$ cat src/rtl/pwm_gen_if.sv
`default_nettype none
// ============================================================================
//  Module      : pwm_gen_if
//  Description : Control/status bundle between a duty-cycle source and pwm_gen.
//  Revision    : 1.0 - initial release
// ============================================================================
interface pwm_gen_if #(
   parameter int CNT_W = 8
) ();

   logic             en;
   logic             inc;
   logic             dec;
   logic             load;
   logic [CNT_W:0]   duty_in;
   logic             load_ack;
   logic [CNT_W:0]   duty_out;
   logic             per_start;
   logic             pwm;

   modport master (
      output en, inc, dec, load, duty_in,
      input  load_ack, duty_out, per_start, pwm
   );

   modport slave (
      input  en, inc, dec, load, duty_in,
      output load_ack, duty_out, per_start, pwm
   );

endinterface
`default_nettype wire

$ cat src/rtl/pwm_gen.sv
`default_nettype none
// ============================================================================
//  Module      : pwm_gen
//  Description : PWM generator with double-buffered duty; shadow duty commits
//                only at a period boundary. Edge-aligned by default;
//                define PWM_CENTER_EN for center-aligned counting.
//  Revision    : 1.0 - initial release
// ============================================================================
module pwm_gen #(
   parameter int CNT_W    = 8,
   parameter int PERIOD   = 255,
   parameter int DUTY_RST = 0,
   parameter int STEP     = 1
) (
   input  wire logic ck,
   input  wire logic rst,
   pwm_gen_if.slave  bus
);

   localparam logic [CNT_W+1:0] c_duty_max   = (CNT_W+2)'(PERIOD + 1);
   localparam logic [CNT_W:0]   c_duty_max_n = (CNT_W+1)'(PERIOD + 1);
   // A step larger than full scale behaves exactly like a full-scale step.
   localparam logic [CNT_W+1:0] c_step       = (STEP > PERIOD + 1) ? c_duty_max
                                                                   : (CNT_W+2)'(STEP);
   localparam logic [CNT_W-1:0] c_cnt_term   = CNT_W'(PERIOD);
   localparam logic [CNT_W-1:0] c_cnt_one    = CNT_W'(1);
   localparam logic [CNT_W:0]   c_duty_rst   = (CNT_W+1)'(DUTY_RST);

   logic [CNT_W-1:0] r_cnt;
   logic [CNT_W:0]   r_duty_sh;
   logic [CNT_W:0]   r_duty_act;
   logic             r_pend;
   logic             r_pwm;
   logic             r_per_start;
   logic             r_load_ack;

   logic [CNT_W-1:0] w_cnt_nxt;
   logic [CNT_W+1:0] w_sh_ext;
   logic [CNT_W+1:0] w_sum;
   logic [CNT_W:0]   w_load_val;
   logic [CNT_W:0]   w_sh_nxt;
   logic             w_pend_nxt;
   logic             w_wrap;

`ifdef PWM_CENTER_EN
   typedef enum logic [0:0] {
      DIR_UP   = 1'b0,
      DIR_DOWN = 1'b1
   } dir_t;

   dir_t r_dir;
   dir_t w_dir_nxt;

   assign w_wrap = bus.en && (r_dir == DIR_DOWN) && (r_cnt == c_cnt_one);

   always_ff @(posedge ck or posedge rst) begin
      if (rst) begin
         r_dir <= DIR_UP;
      end else begin
         r_dir <= w_dir_nxt;
      end
   end

   // Up 0..PERIOD, then down PERIOD-1..1; the wrap returns the count to 0.
   always_comb begin
      w_cnt_nxt = r_cnt;
      w_dir_nxt = r_dir;
      if (bus.en) begin
         if (r_dir == DIR_UP) begin
            if (r_cnt == c_cnt_term) begin
               w_cnt_nxt = r_cnt - c_cnt_one;
               w_dir_nxt = DIR_DOWN;
            end else begin
               w_cnt_nxt = r_cnt + c_cnt_one;
            end
         end else begin
            w_cnt_nxt = r_cnt - c_cnt_one;
            if (r_cnt == c_cnt_one) begin
               w_dir_nxt = DIR_UP;
            end
         end
      end
   end
`else
   assign w_wrap = bus.en && (r_cnt == c_cnt_term);

   always_comb begin
      w_cnt_nxt = r_cnt;
      if (bus.en) begin
         w_cnt_nxt = w_wrap ? '0 : r_cnt + c_cnt_one;
      end
   end
`endif

   assign w_sh_ext   = {1'b0, r_duty_sh};
   assign w_sum      = w_sh_ext + c_step;
   assign w_load_val = ({1'b0, bus.duty_in} > c_duty_max) ? c_duty_max_n : bus.duty_in;

   // load beats inc/dec; opposing strobes cancel.
   always_comb begin
      w_sh_nxt = r_duty_sh;
      if (bus.load) begin
         w_sh_nxt = w_load_val;
      end else if (bus.inc && !bus.dec) begin
         w_sh_nxt = (w_sum > c_duty_max) ? c_duty_max_n : w_sum[CNT_W:0];
      end else if (bus.dec && !bus.inc) begin
         w_sh_nxt = (w_sh_ext < c_step) ? '0 : r_duty_sh - c_step[CNT_W:0];
      end
   end

   // A load on the wrap cycle stays pending for the next commit.
   assign w_pend_nxt = bus.load ? 1'b1 : (w_wrap ? 1'b0 : r_pend);

   always_ff @(posedge ck or posedge rst) begin
      if (rst) begin
         r_cnt       <= '0;
         r_duty_sh   <= c_duty_rst;
         r_duty_act  <= c_duty_rst;
         r_pend      <= 1'b0;
         r_pwm       <= 1'b0;
         r_per_start <= 1'b0;
         r_load_ack  <= 1'b0;
      end else begin
         r_cnt       <= w_cnt_nxt;
         r_duty_sh   <= w_sh_nxt;
         r_pend      <= w_pend_nxt;
         r_pwm       <= bus.en && ({1'b0, r_cnt} < r_duty_act);
         r_per_start <= w_wrap;
         r_load_ack  <= w_wrap && r_pend;
         if (w_wrap) begin
            r_duty_act <= r_duty_sh;
         end
      end
   end

   assign bus.pwm       = r_pwm;
   assign bus.per_start = r_per_start;
   assign bus.load_ack  = r_load_ack;
   assign bus.duty_out  = r_duty_act;

endmodule
`default_nettype wire
$ cat src/flat_wrapper.sv
// flat-port wrapper written by rule: the top's interface ports become plain ports
module pwm_gen_flat 
#(
   parameter int CNT_W    = 8,
   parameter int PERIOD   = 255,
   parameter int DUTY_RST = 0,
   parameter int STEP     = 1
)
  (ck, rst, bus_en, bus_inc, bus_dec, bus_load, bus_duty_in, bus_load_ack, bus_duty_out, bus_per_start, bus_pwm);
  pwm_gen_if #(.CNT_W(CNT_W)) bus_i ();
  input  wire logic ck;
  input  wire logic rst;
  input wire logic [$bits(bus_i.en)-1:0] bus_en;
  input wire logic [$bits(bus_i.inc)-1:0] bus_inc;
  input wire logic [$bits(bus_i.dec)-1:0] bus_dec;
  input wire logic [$bits(bus_i.load)-1:0] bus_load;
  input wire logic [$bits(bus_i.duty_in)-1:0] bus_duty_in;
  output wire logic [$bits(bus_i.load_ack)-1:0] bus_load_ack;
  output wire logic [$bits(bus_i.duty_out)-1:0] bus_duty_out;
  output wire logic [$bits(bus_i.per_start)-1:0] bus_per_start;
  output wire logic [$bits(bus_i.pwm)-1:0] bus_pwm;
  assign bus_i.en = bus_en;
  assign bus_i.inc = bus_inc;
  assign bus_i.dec = bus_dec;
  assign bus_i.load = bus_load;
  assign bus_i.duty_in = bus_duty_in;
  assign bus_load_ack = bus_i.load_ack;
  assign bus_duty_out = bus_i.duty_out;
  assign bus_per_start = bus_i.per_start;
  assign bus_pwm = bus_i.pwm;
  pwm_gen #(.CNT_W(CNT_W), .PERIOD(PERIOD), .DUTY_RST(DUTY_RST), .STEP(STEP)) u_core (.ck(ck), .rst(rst), .bus(bus_i));
endmodule
$ cat config.mk
export PLATFORM = sky130hd
export DESIGN_NAME = pwm_gen_flat
export DESIGN_NICKNAME = d
export VERILOG_FILES = /design/src/rtl/pwm_gen_if.sv /design/src/rtl/pwm_gen.sv /design/src/flat_wrapper.sv
export SDC_FILE = /design/constraint.sdc
export NUM_CORES = 1
export LEC_CHECK = 0
export ABC_AREA = 1
export CAP_MARGIN = 0
export CELL_PAD_IN_SITES_DETAIL_PLACEMENT = 2
export CELL_PAD_IN_SITES_GLOBAL_PLACEMENT = 2
export CORE_MARGIN = 5
export CORE_UTILIZATION = 33
export CTS_CLUSTER_SIZE = 25
export DETAILED_ROUTE_END_ITERATION = 10
export PLACE_DENSITY = 0.81
export SKIP_LAST_GASP = 1
export SLEW_MARGIN = 0
export SYNTH_ARGS = -nofsm -noshare
export SYNTH_HDL_FRONTEND = slang
export SYNTH_SLANG_ARGS = --single-unit
$ cat constraint.sdc
create_clock -name ck -period 2.5 [get_ports ck]
set_input_delay 0.75 -clock ck [delete_from_list [all_inputs] [get_ports ck]]
set_output_delay 0.75 -clock ck [all_outputs]
set_load 0.1 [all_outputs]
After elaboration in Yosys (flattened, before gate mapping)
Index checks and enable logic that the tools add are counted.
{"block": "totals", "regBits": 30, "input_bits": 15, "out_inout_bits": 12, "word_cells": 33}
{"block": "classes", "addsub": 3, "order_cmp": 4, "n_eq_ne": 1, "muxes": 9, "n_reduce_logical": 9}
{"cell": "$mux 9", "count": 6}
{"cell": "$add 9x1->10 const B", "count": 1}
{"cell": "$gt 10x9->1 const B", "count": 1}
{"cell": "$gt 9x9->1 const B", "count": 1}
{"cell": "$lt 8x9->1", "count": 1}
{"cell": "$lt 9x1->1 const B", "count": 1}
{"cell": "$sub 9x1->9 const B", "count": 1}
{"cell": "$add 8x1->8 const B", "count": 1}
{"cell": "$eq 8x8->1 const B", "count": 1}
{"cell": "$mux 8", "count": 1}
{"cell": "$logic_and 1x1->1", "count": 5}
{"cell": "$reduce_bool 3->1", "count": 1}
{"cell": "$logic_not 1->1", "count": 2}
{"cell": "$mux 1", "count": 2}
{"cell": "$reduce_bool 2->1", "count": 1}

Logic depth before layout (Yosys ltp)
Gate-level depths: netlist of the first run.
{"block": "logic_depth", "depth_word": 5, "depth_mapped": 13, "mapped_depth_nobuf": 13}

Worst setup path after synthesis of the first run
No wires, ideal clock.
{"block": "synth_path", "path_type": "register -> register", "start": "reg u_core.r_duty_act[4] (netlist: u_core.bus.duty_out[4])", "end": "reg u_core.r_pwm (netlist: u_core.bus.pwm)", "setup_ps": 99, "t_arrival_ps": 1846, "setup_slack_ps": 555, "stages_incl_launch_ff": 8, "n_path_buf": 0, "synth_period_minus_slack_ps": 1945, "cell_sequence": "dfrtp_1 > inv_1 > ha_1 > a21oi_1 > o21ai_0 > nand2_1 > o211ai_1 > a311oi_1"}
{"block": "synth_between", "elab_chain_cells": 2}
{"item": "start, declared", "line_no": "pwm_gen.sv:31", "source": "logic [CNT_W:0] r_duty_act;"}
{"item": "start signal, assigned", "line_no": "pwm_gen.sv:118", "source": "r_duty_act <= c_duty_rst;"}
{"item": "start signal, assigned", "line_no": "pwm_gen.sv:131", "source": "r_duty_act <= r_duty_sh;"}
{"item": "$lt 8x9->1", "line_no": "pwm_gen.sv:127", "source": "r_pwm <= bus.en && ({1'b0, r_cnt} < r_duty_act);"}
{"item": "$logic_and 1x1->1", "line_no": "pwm_gen.sv:127"}
{"item": "end signal, assigned", "line_no": "pwm_gen.sv:127"}
{"item": "end, declared", "line_no": "pwm_gen.sv:33", "source": "logic r_pwm;"}
No other way between the ends.
A chain may end at the register's enable or synchronous reset.

Worst setup path in the final report of the first run
{"block": "layout_path", "start": "reg u_core.r_duty_sh[1]", "end": "reg u_core.r_duty_sh[6]"}
{"block": "layout_between", "elab_chain_cells": 5, "elab_cells_between_ends": 9, "classes_between": "add/sub: 2; order compare: 2; mux: 5"}
{"item": "start, declared", "line_no": "pwm_gen.sv:30", "source": "logic [CNT_W:0] r_duty_sh;"}
{"item": "start signal, assigned", "line_no": "pwm_gen.sv:117", "source": "r_duty_sh <= c_duty_rst;"}
{"item": "start signal, assigned", "line_no": "pwm_gen.sv:125", "source": "r_duty_sh <= w_sh_nxt;"}
{"item": "$add 9x1->10 (tied with other cells)", "line_no": "pwm_gen.sv:96", "source": "assign w_sum = w_sh_ext + c_step;"}
{"item": "$gt 10x9->1 / $mux 9 (equally long branches)", "line_no": "pwm_gen.sv:105, pwm_gen.sv:107"}
{"item": "$mux 9, on equally long branches", "line_no": "pwm_gen.sv:105, pwm_gen.sv:106"}
{"item": "$mux 9 *", "line_no": "pwm_gen.sv:104", "source": "end else if (bus.inc && !bus.dec) begin"}
{"item": "$mux 9 *", "line_no": "pwm_gen.sv:102", "source": "if (bus.load) begin"}
Every way passes the cells marked *; elsewhere a longest branch is shown, timed or not. The select of a mux whose other input is x is not followed.

==> results of run 1 <==
[worst paths after layout]
check | from | end | cells past startpoint
setup / recovery | u_core.r_duty_sh[1]$_DFFE_PP0P_ | u_core.r_duty_sh[6]$_DFFE_PP0P_ | 13
hold / removal | u_core.r_pend$_DFFE_PP0P_ | u_core.bus.load_ack$_DFF_PP0_ | 2
setup reg to reg | u_core.r_duty_sh[1]$_DFFE_PP0P_ | u_core.r_duty_sh[6]$_DFFE_PP0P_ | 13
hold reg to reg | u_core.r_pend$_DFFE_PP0P_ | u_core.bus.load_ack$_DFF_PP0_ | 2
max in group asynchronous | rst | u_core.r_duty_sh[6]$_DFFE_PP0P_ | 3
min in group asynchronous | rst | u_core.r_duty_sh[1]$_DFFE_PP0P_ | 3
[flip-flops by register name, indices dropped and copies added (netlist names)]
register and flops:
u_core.bus.duty_out 9, u_core.r_duty_sh 9, u_core.r_cnt 8, u_core.r_pend 1, u_core.bus.pwm 1, u_core.bus.per_start 1
u_core.bus.load_ack 1
[through the flow]
| step | setup WS, ns | cell area [um^2] | util (%) | instances | hold WS [ns] |
|---|---|---|---|---|---|
| 2_1_floorplan | 0.5548 | 2011 | - | 279 | 0.4572 |
| 3_3_place_gp | 0.2511 | 2349 | 39.67 | 380 | 0.4690 |
| 3_5_place_dp | 0.1551 | 2349 | 39.67 | 380 | 0.4982 |
| 4_1_cts | 0.3762 | 2427 | 41.00 | 387 | 0.5119 |
| 5_1_grt | 0.2339 | 2427 | 41.00 | 387 | 0.5301 |
| 6_report | 0.3955 | 2427 | 41.00 | 387 | 0.5024 |
[kinds of logic after synthesis]
group / count (synthesis) / share of synthesized area [%]
AND/OR/NAND/NOR: 137 / 29.18
AO/OA/AOI/OAI: 47 / 14.31
buffers and inverters: 46 / 8.836
flip-flops: 30 / 37.34
adder cells (fa/ha/maj): 11 / 6.845
XOR/XNOR: 8 / 3.485
[tightest hold or removal path: cells and delay by family, from the launching register on]
kind | cells | cell delay (ns)
simple gates | 1 | 0.05
buf+inv | 1 | 0.06
flops | 1 | 0.36
[where the power goes]
part           switching (W)  leakage [nW]  internal (W)
Sequential          0.000110         0.381      0.000556
Clock               0.000195        0.0438      0.000187
Combinational       0.000317         0.761      0.000200
Total               0.000622          1.19      0.000943
[area by class of cell]
cell class	instances	area (um^2)	share of cell area, %
clock inverter	2	10.01	0.4124
tap	75	93.84	3.866
multi-input combinational	203	1082	44.59
clock buffer	5	68.82	2.835
timing repair buffer	31	267.8	11.03
inverter	41	153.9	6.340
sequential	30	750.7	30.93
[synthesized netlist by cell type, drive strengths merged]
cell type  number  area [um^2]
nand4           3        18.77
o211ai          1        7.510
xor2            7        61.31
a21oi          16        110.1
xnor2           1        8.760
a31oi           9        56.30
clkinv          1        3.750
clkbuf          4        16.26
dfrtp          30        750.7
nor4            2        12.51
o21ai          19        98.85
a311oi          1        8.760
ha             11        137.6
nand3          26        130.1
nor3            2        15.01
inv            40        150.1
buf             1        7.510
nor2           33        133.9
o22ai           1        6.260
or2             1        6.260
nand2          70        270.3
[per-layer routing]
layer	vias to the layer above	track usage (%)
li1	973	-
met1	944	20.31
met2	29	33.42
met3	8	3.198
met4	0	5.220
met5	-	0
==> run metrics, run 1 <==
status finished, final reports clean; critical path capture point type flop; DRT Pass-1 Iters 4; IR Drop Worst-Case VDD 0.2985 mV; hold crit path type reg -> reg; CP bufs+invs 1; slowest stage delay, CP 0.48 ns; Rows 28; crit path DAT 2.32 ns; Overall Power 0.001565 W; max cap viols 0; post_cts resized 0; WS Path Type reg -> reg; starting density of the core 33.96%; startpoint types flop; PwrDens 644.8 nW/um^2; commonest non-fill, non-tap cell in the layout nand2_1; total leakage power 1.185 nW; fillers 728; grt total ovfl 0; crit-path most repeated cell nand2_1; Layout Area Growth over Synthesis 20.72%; width of the die 88.06 um; Final GP Congestion 0.7889; CTS hold repair buffers 0; Distinct cells, synth 29; Crit-path slowest cell dfrtp_1; TNS Setup 0 ns; Vias 1954; unrepaired setup endpoints after global routing no; Hold Vio Cnt, Final 0; worst path cell trace ha_1 > nand2_1 > inv_1 > nand2_2 > nand2_1 > nand2_1 > nor2_1 > nand3_1 > nand2_2 > nand3_1 > nand2_1 > nand2_1 > a21oi_2; Worst-path clk slew 0.07 ns; PortBufs 26; CTS H-Tree Depth 2; Worst-Margin Slew 0.4125 ns; core area 5921 um^2; vias per std cell 5.049; syn nets 305; Post-CTS Setup Bufs 0; layout cells sized above 1 13.78%; Setup violations, final 0; Tot GR Track Use 17.75%; DRC viols 0; top sig layer met4; worst slew margin relative to its limit 72.50%; Clock Latency Late Sink 0.28 ns; vias in the first global route 2219; metal1 wirelength 2660 um; Mapped Avg Cell Area 7.207 um^2; commonest non-fill, non-tap cells in the layout nand2_1 (67), inv_1 (37), nor2_1 (31); clk_skew 0.002424 ns; Die ar. 7754 um^2; initial DRC count 53; Die Ht 88.06 um; routed wire length on met3 203 um; Worst R2R Setup Slack 0.40 ns; fin crit share 84.18%; CP Max Fanout 8; delay-heaviest family, CP simple AND/OR/NAND/NOR gates; register area share after synthesis 37.34%; clock buffer depth 2; minimum clock period 2.105 ns; Slew Limit Fails 0; Final #Nets 338; WP data required 2.71 ns; CTS buffer count 5; CTS tree built; final WL 6336 um; CTS sink count 30; routed len/inst 16.37 um; half-perimeter wire length after placement 5002 um; IO Count 27; Post-DRT Antenna Nets 0; Post-Synthesis Cells 279; # diodes 0; clk root buf clkbuf_8; synthesized flop and latch total 30; DR WL met2 3385 um; first-pass GRT wire length 10540 um; Yosys warning count 0; largest net degree at the start of global routing 31; mapped cell area 2011 um^2; initial antenna violation count 0; Max Clk Rate 0.4752 GHz
No activity file was read; power rests on OpenSTA's default activity.
==> run 2: changes to the inputs <==
Settings changed: CORE_UTILIZATION 33 to 31, PLACE_DENSITY 0.81 to 0.76.
Clock period 2.5 ns to 2.1 ns, I/O delays scaled along.
==> run metrics, run 2 (synthesized netlist as in run 1, its figures left out) <==
status finished, final reports clean; grt total ovfl 0; unrepaired setup endpoints after global routing no; CTS tree built; half-perimeter wire length after placement 4943 um; clock buffer depth 2; initial antenna violation count 0; Setup violations, final 0; Layout Area Growth over Synthesis 31.18%; Final #Nets 343; clk root buf clkbuf_8; starting density of the core 31.85%; Final GP Congestion 0.8244; Worst-Margin Slew 0.4111 ns; pre-CTS setup slack -0.07096 ns; PwrDens 724.9 nW/um^2; critical path capture point type flop; CTS H-Tree Depth 2; DRC viols 0; hold crit path type reg -> reg; Overall Power 0.001912 W; Max Clk Rate 0.5050 GHz; Rows 29; Clock Latency Late Sink 0.29 ns; Core Util, Final 41.78%; Placement Cell Area 2539 um^2; IO Count 27; clk_skew 0.003307 ns; total leakage power 1.245 nW; FF-to-FF Start u_core.r_duty_sh[0]$_DFFE_PP0P_; Hold Vio Cnt, Final 0; Vias 1981; final WL 6042 um; largest net degree at the start of global routing 31; max cap viols 0; fillers 766; CP Launch Point u_core.r_duty_sh[0]$_DFFE_PP0P_; # diodes 0; minimum clock period 1.980 ns; Worst Hold Launch u_core.r_pend$_DFFE_PP0P_; routed len/inst 15.30 um; worst slew margin relative to its limit 72.59%; CTS buffer count 5; initial DRC count 31; Tot GR Track Use 15.73%; Die ar. 8197 um^2; first-pass GRT wire length 10520 um; worst r2r path cells 11; WS Path Type reg -> reg; commonest non-fill, non-tap cell in the layout nand2_1; vias per std cell 5.015; DRT Pass-1 Iters 4; post-route cell area 2638 um^2; Worst-path clk slew 0.07 ns; fin crit share 94.29%; Worst Hold Path Cells 2; IR Drop Worst-Case VDD 0.3514 mV; CTS sink count 30; layout cells sized above 1 15.72%; commonest non-fill, non-tap cells in the layout nand2_1 (67), inv_1 (37), nor2_1 (31); Die Ht 90.54 um; width of the die 90.54 um; core area 6314 um^2; Worst Setup Slack, final 0.1200 ns; CP Max Fanout 8; startpoint types flop; PortBufs 26; register area 753.2 um^2; area of the multi-input gates 1087 um^2; crit path DAT 2.16 ns; vias in the first global route 2217; Post-DRT Antenna Nets 0; Post-CTS Setup Bufs 0; Slew Limit Fails 0; WP data required 2.28 ns
==> run 2: cell types whose count changed in the layout (fill, tap and decap cells not counted) <==
cell      delta
nand2_2      -1
dfrtp_1      -2
dfrtp_2      +2
nand2_4      +1
buf_4        -7
clkbuf_8     +1
clkinv_2     -1
buf_12      +12
clkbuf_1     +1
==> run 2: cell type report <==
| cell class | instances | share of cell area, % |
|---|---|---|
| Clock inverter | 1 | 0.1898 |
| Tap cell | 77 | 3.653 |
| Multi-Input combinational cell | 203 | 41.22 |
| Clock buffer | 7 | 3.273 |
| Timing Repair Buffer | 36 | 17.27 |
| Sequential cell | 30 | 28.56 |
| Inverter | 41 | 5.835 |
==> run 2: per-stage QoR <==
stage	cells	setup TNS [ns]	hold WS, ns
floorplan	279	0	0.4572
global placement	387	0	0.4749
detailed placement	387	-0.4102	0.5078
CTS	395	0	0.5211
global route	395	0	0.5422
finish	395	0	0.5158
==> run 2: path summary, 6_finish.rpt <==
kind	slack, ns	to
min reg2reg	0.52	u_core.bus.load_ack$_DFF_PP0_
max reg2reg	0.12	u_core.r_duty_sh[1]$_DFFE_PP0P_
min	0.52	u_core.bus.load_ack$_DFF_PP0_
max	0.12	u_core.r_duty_sh[1]$_DFFE_PP0P_
max in group asynchronous	1.03	u_core.r_duty_sh[0]$_DFFE_PP0P_
min in group asynchronous	0.75	u_core.r_cnt[6]$_DFFE_PP0P_
==> run 2: power breakdown <==
| group | internal, W | total [W] | switching, W |
|---|---|---|---|
| Combinational | 0.000249 | 0.000618 | 0.000368 |
| Clock | 0.000264 | 0.000502 | 0.000237 |
| Sequential | 0.000664 | 0.000793 | 0.000128 |
==> run 2: layer usage <==
layer  routed length (um)  track usage [%]  up-vias
met5                    0                0        -
met1                 2479            17.11      961
met2                 3256            29.96       29
met4                  102            4.963        0
met3                  204            3.167        9
li1                     -                -      982
==> run 2: timing repair <==
action,in CTS,in global routing
hold buffers,0,0
gates resized for setup,0,3
endpoints found under the setup margin,0,8
==> run 2: worst max-delay path, cell delays in order (launching register included) <==
cell,delay [ns]
dfrtp_2,0.44
ha_1,0.22
nand2_1,0.09
inv_1,0.13
nand2_2,0.08
nor2_1,0.14
xor2_1,0.29
nand2_4,0.13
nand3_1,0.16
nand2_1,0.08
nand2_1,0.08
a21oi_2,0.05
==> run 3: changes to the inputs <==
Settings changed: CORE_MARGIN 5 to not set.
==> run metrics, run 3 (synthesized netlist as in run 1, its figures left out) <==
starting density of the core 32.98%; # diodes 0; Final #Nets 345; width of the die 82.54 um; Vias 1990; first-pass GRT wire length 10270 um; Setup violations, final 0; status finished, final reports clean; Layout Area Growth over Synthesis 32.48%; Slew Limit Fails 0; worst r2r path cells 11; fillers 701; PwrDens 744.6 nW/um^2; layout cells sized above 1 16.56%; Die ar. 6812 um^2; Worst Hold Path Cells 2; FF-to-FF Start u_core.r_duty_sh[1]$_DFFE_PP0P_; Fin Hold WS 0.5035 ns; core area 6096 um^2; Post-DRT Antenna Nets 0; Clock Latency Late Sink 0.29 ns; Final GP Congestion 0.7657; DRT Pass-1 Iters 3; grt total ovfl 0; worst slew margin relative to its limit 72.56%; crit path DAT 2.09 ns; clock buffer depth 2; CTS tree built; startpoint types flop; post-route cell area 2664 um^2; worst r2r dst u_core.r_duty_sh[2]$_DFFE_PP0P_; commonest non-fill, non-tap cell in the layout nand2_1; unrepaired setup endpoints after global routing no; largest net degree at the start of global routing 31; CTS buffer count 5; CTS hold repair buffers 0; max cap viols 0; fin crit share 91.17%; Core Util, Final 43.70%; half-perimeter wire length after placement 4884 um; Placement Cell Area 2551 um^2; DRC viols 0; TNS Setup 0 ns; critical path capture point type flop; WS Path Type reg -> reg; Worst-path clk slew 0.07 ns; commonest non-fill, non-tap cells in the layout nand2_1 (67), inv_1 (37), nor2_1 (31); final WL 6142 um; IR Drop Worst-Case VDD 0.3154 mV; minimum clock period 1.915 ns; CTS H-Tree Depth 2; initial antenna violation count 0; PortBufs 26; clk_skew 0.003745 ns; WP data required 2.27 ns; clk root buf clkbuf_8; Rows 28; hold crit path type reg -> reg; CP Max Fanout 8; Die Ht 82.54 um; Worst-Margin Slew 0.4116 ns; CTS sink count 30; routed len/inst 15.55 um; Hold Vio Cnt, Final 0; vias per std cell 5.038; Max Clk Rate 0.5223 GHz; IO Count 27; Tot GR Track Use 20.42%; Worst Hold Launch u_core.r_pend$_DFFE_PP0P_; initial DRC count 21; Worst R2R Setup Slack 0.19 ns; total leakage power 1.263 nW; Worst Hold Path EP u_core.bus.load_ack$_DFF_PP0_; vias in the first global route 2106
run 3: layer usage:
| layer | wire (um) | global-route usage (%) | vias up |
|---|---|---|---|
| li1 | - | - | 985 |
| met4 | 70 | 6.207 | 0 |
| met2 | 3290 | 38.93 | 27 |
| met3 | 128 | 3.297 | 7 |
| met1 | 2652 | 23.03 | 971 |
| met5 | 0 | 0 | - |
run 3: worst max-delay path by stage:
stage	startpoint	to	cells past startpoint
final	u_core.r_duty_sh[1]$_DFFE_PP0P_	u_core.r_duty_sh[2]$_DFFE_PP0P_	11
after detailed placement	bus_en	u_core.r_cnt[7]$_DFFE_PP0P_	8
after global placement	bus_duty_in[0]	u_core.r_duty_sh[7]$_DFFE_PP0P_	6
after CTS	u_core.r_duty_sh[1]$_DFFE_PP0P_	u_core.r_duty_sh[1]$_DFFE_PP0P_	11
after global routing	u_core.r_duty_sh[0]$_DFFE_PP0P_	u_core.r_duty_sh[2]$_DFFE_PP0P_	11
after floorplan	u_core.bus.duty_out[4]$_DFFE_PP0P_	u_core.bus.pwm$_DFF_PP0_	7
run 3: area by class of cell:
cell class | count | area (um^2) | share of cell area (%)
tap | 75 | 93.84 | 3.523
clock buffer | 8 | 110.1 | 4.133
multi-input combinational | 203 | 1082 | 40.63
sequential | 30 | 753.2 | 28.28
inverter | 41 | 153.9 | 5.777
timing repair buffer | 38 | 470.5 | 17.66
run 3: per-stage QoR:
step | total power [W] | setup slack, ns | instances
6_report | 0.001983 | 0.1853 | 395
3_5_place_dp | 0.001428 | -0.09040 | 387
2_1_floorplan | 0.001206 | 0.1548 | 279
4_1_cts | 0.002007 | 0.09628 | 395
5_1_grt | 0.002129 | 0.02724 | 395
3_3_place_gp | 0.001383 | -0.01945 | 387
run 3: timing repair:
action | CTS | global route
setup buffers | 0 | 0
resized for setup | 0 | 2
setup endpoints to repair | 0 | 7
run 3: worst max-delay path, cell delays in order (launching register included):
cell,delay (ns)
dfrtp_2,0.43
ha_1,0.22
nand2_1,0.08
inv_1,0.13
nand2_2,0.08
nor2_1,0.14
xor2_1,0.24
nand2_2,0.16
nand3_1,0.13
nand2_1,0.07
nand2_1,0.08
a21oi_2,0.05
run 3: power by group:
part	leakage (nW)	total, W	internal, W	switching [W]
clock	0.0575	0.000568	0.000331	0.000237
sequential	0.378	0.000792	0.000664	0.000128
combinational	0.827	0.000623	0.000250	0.000373
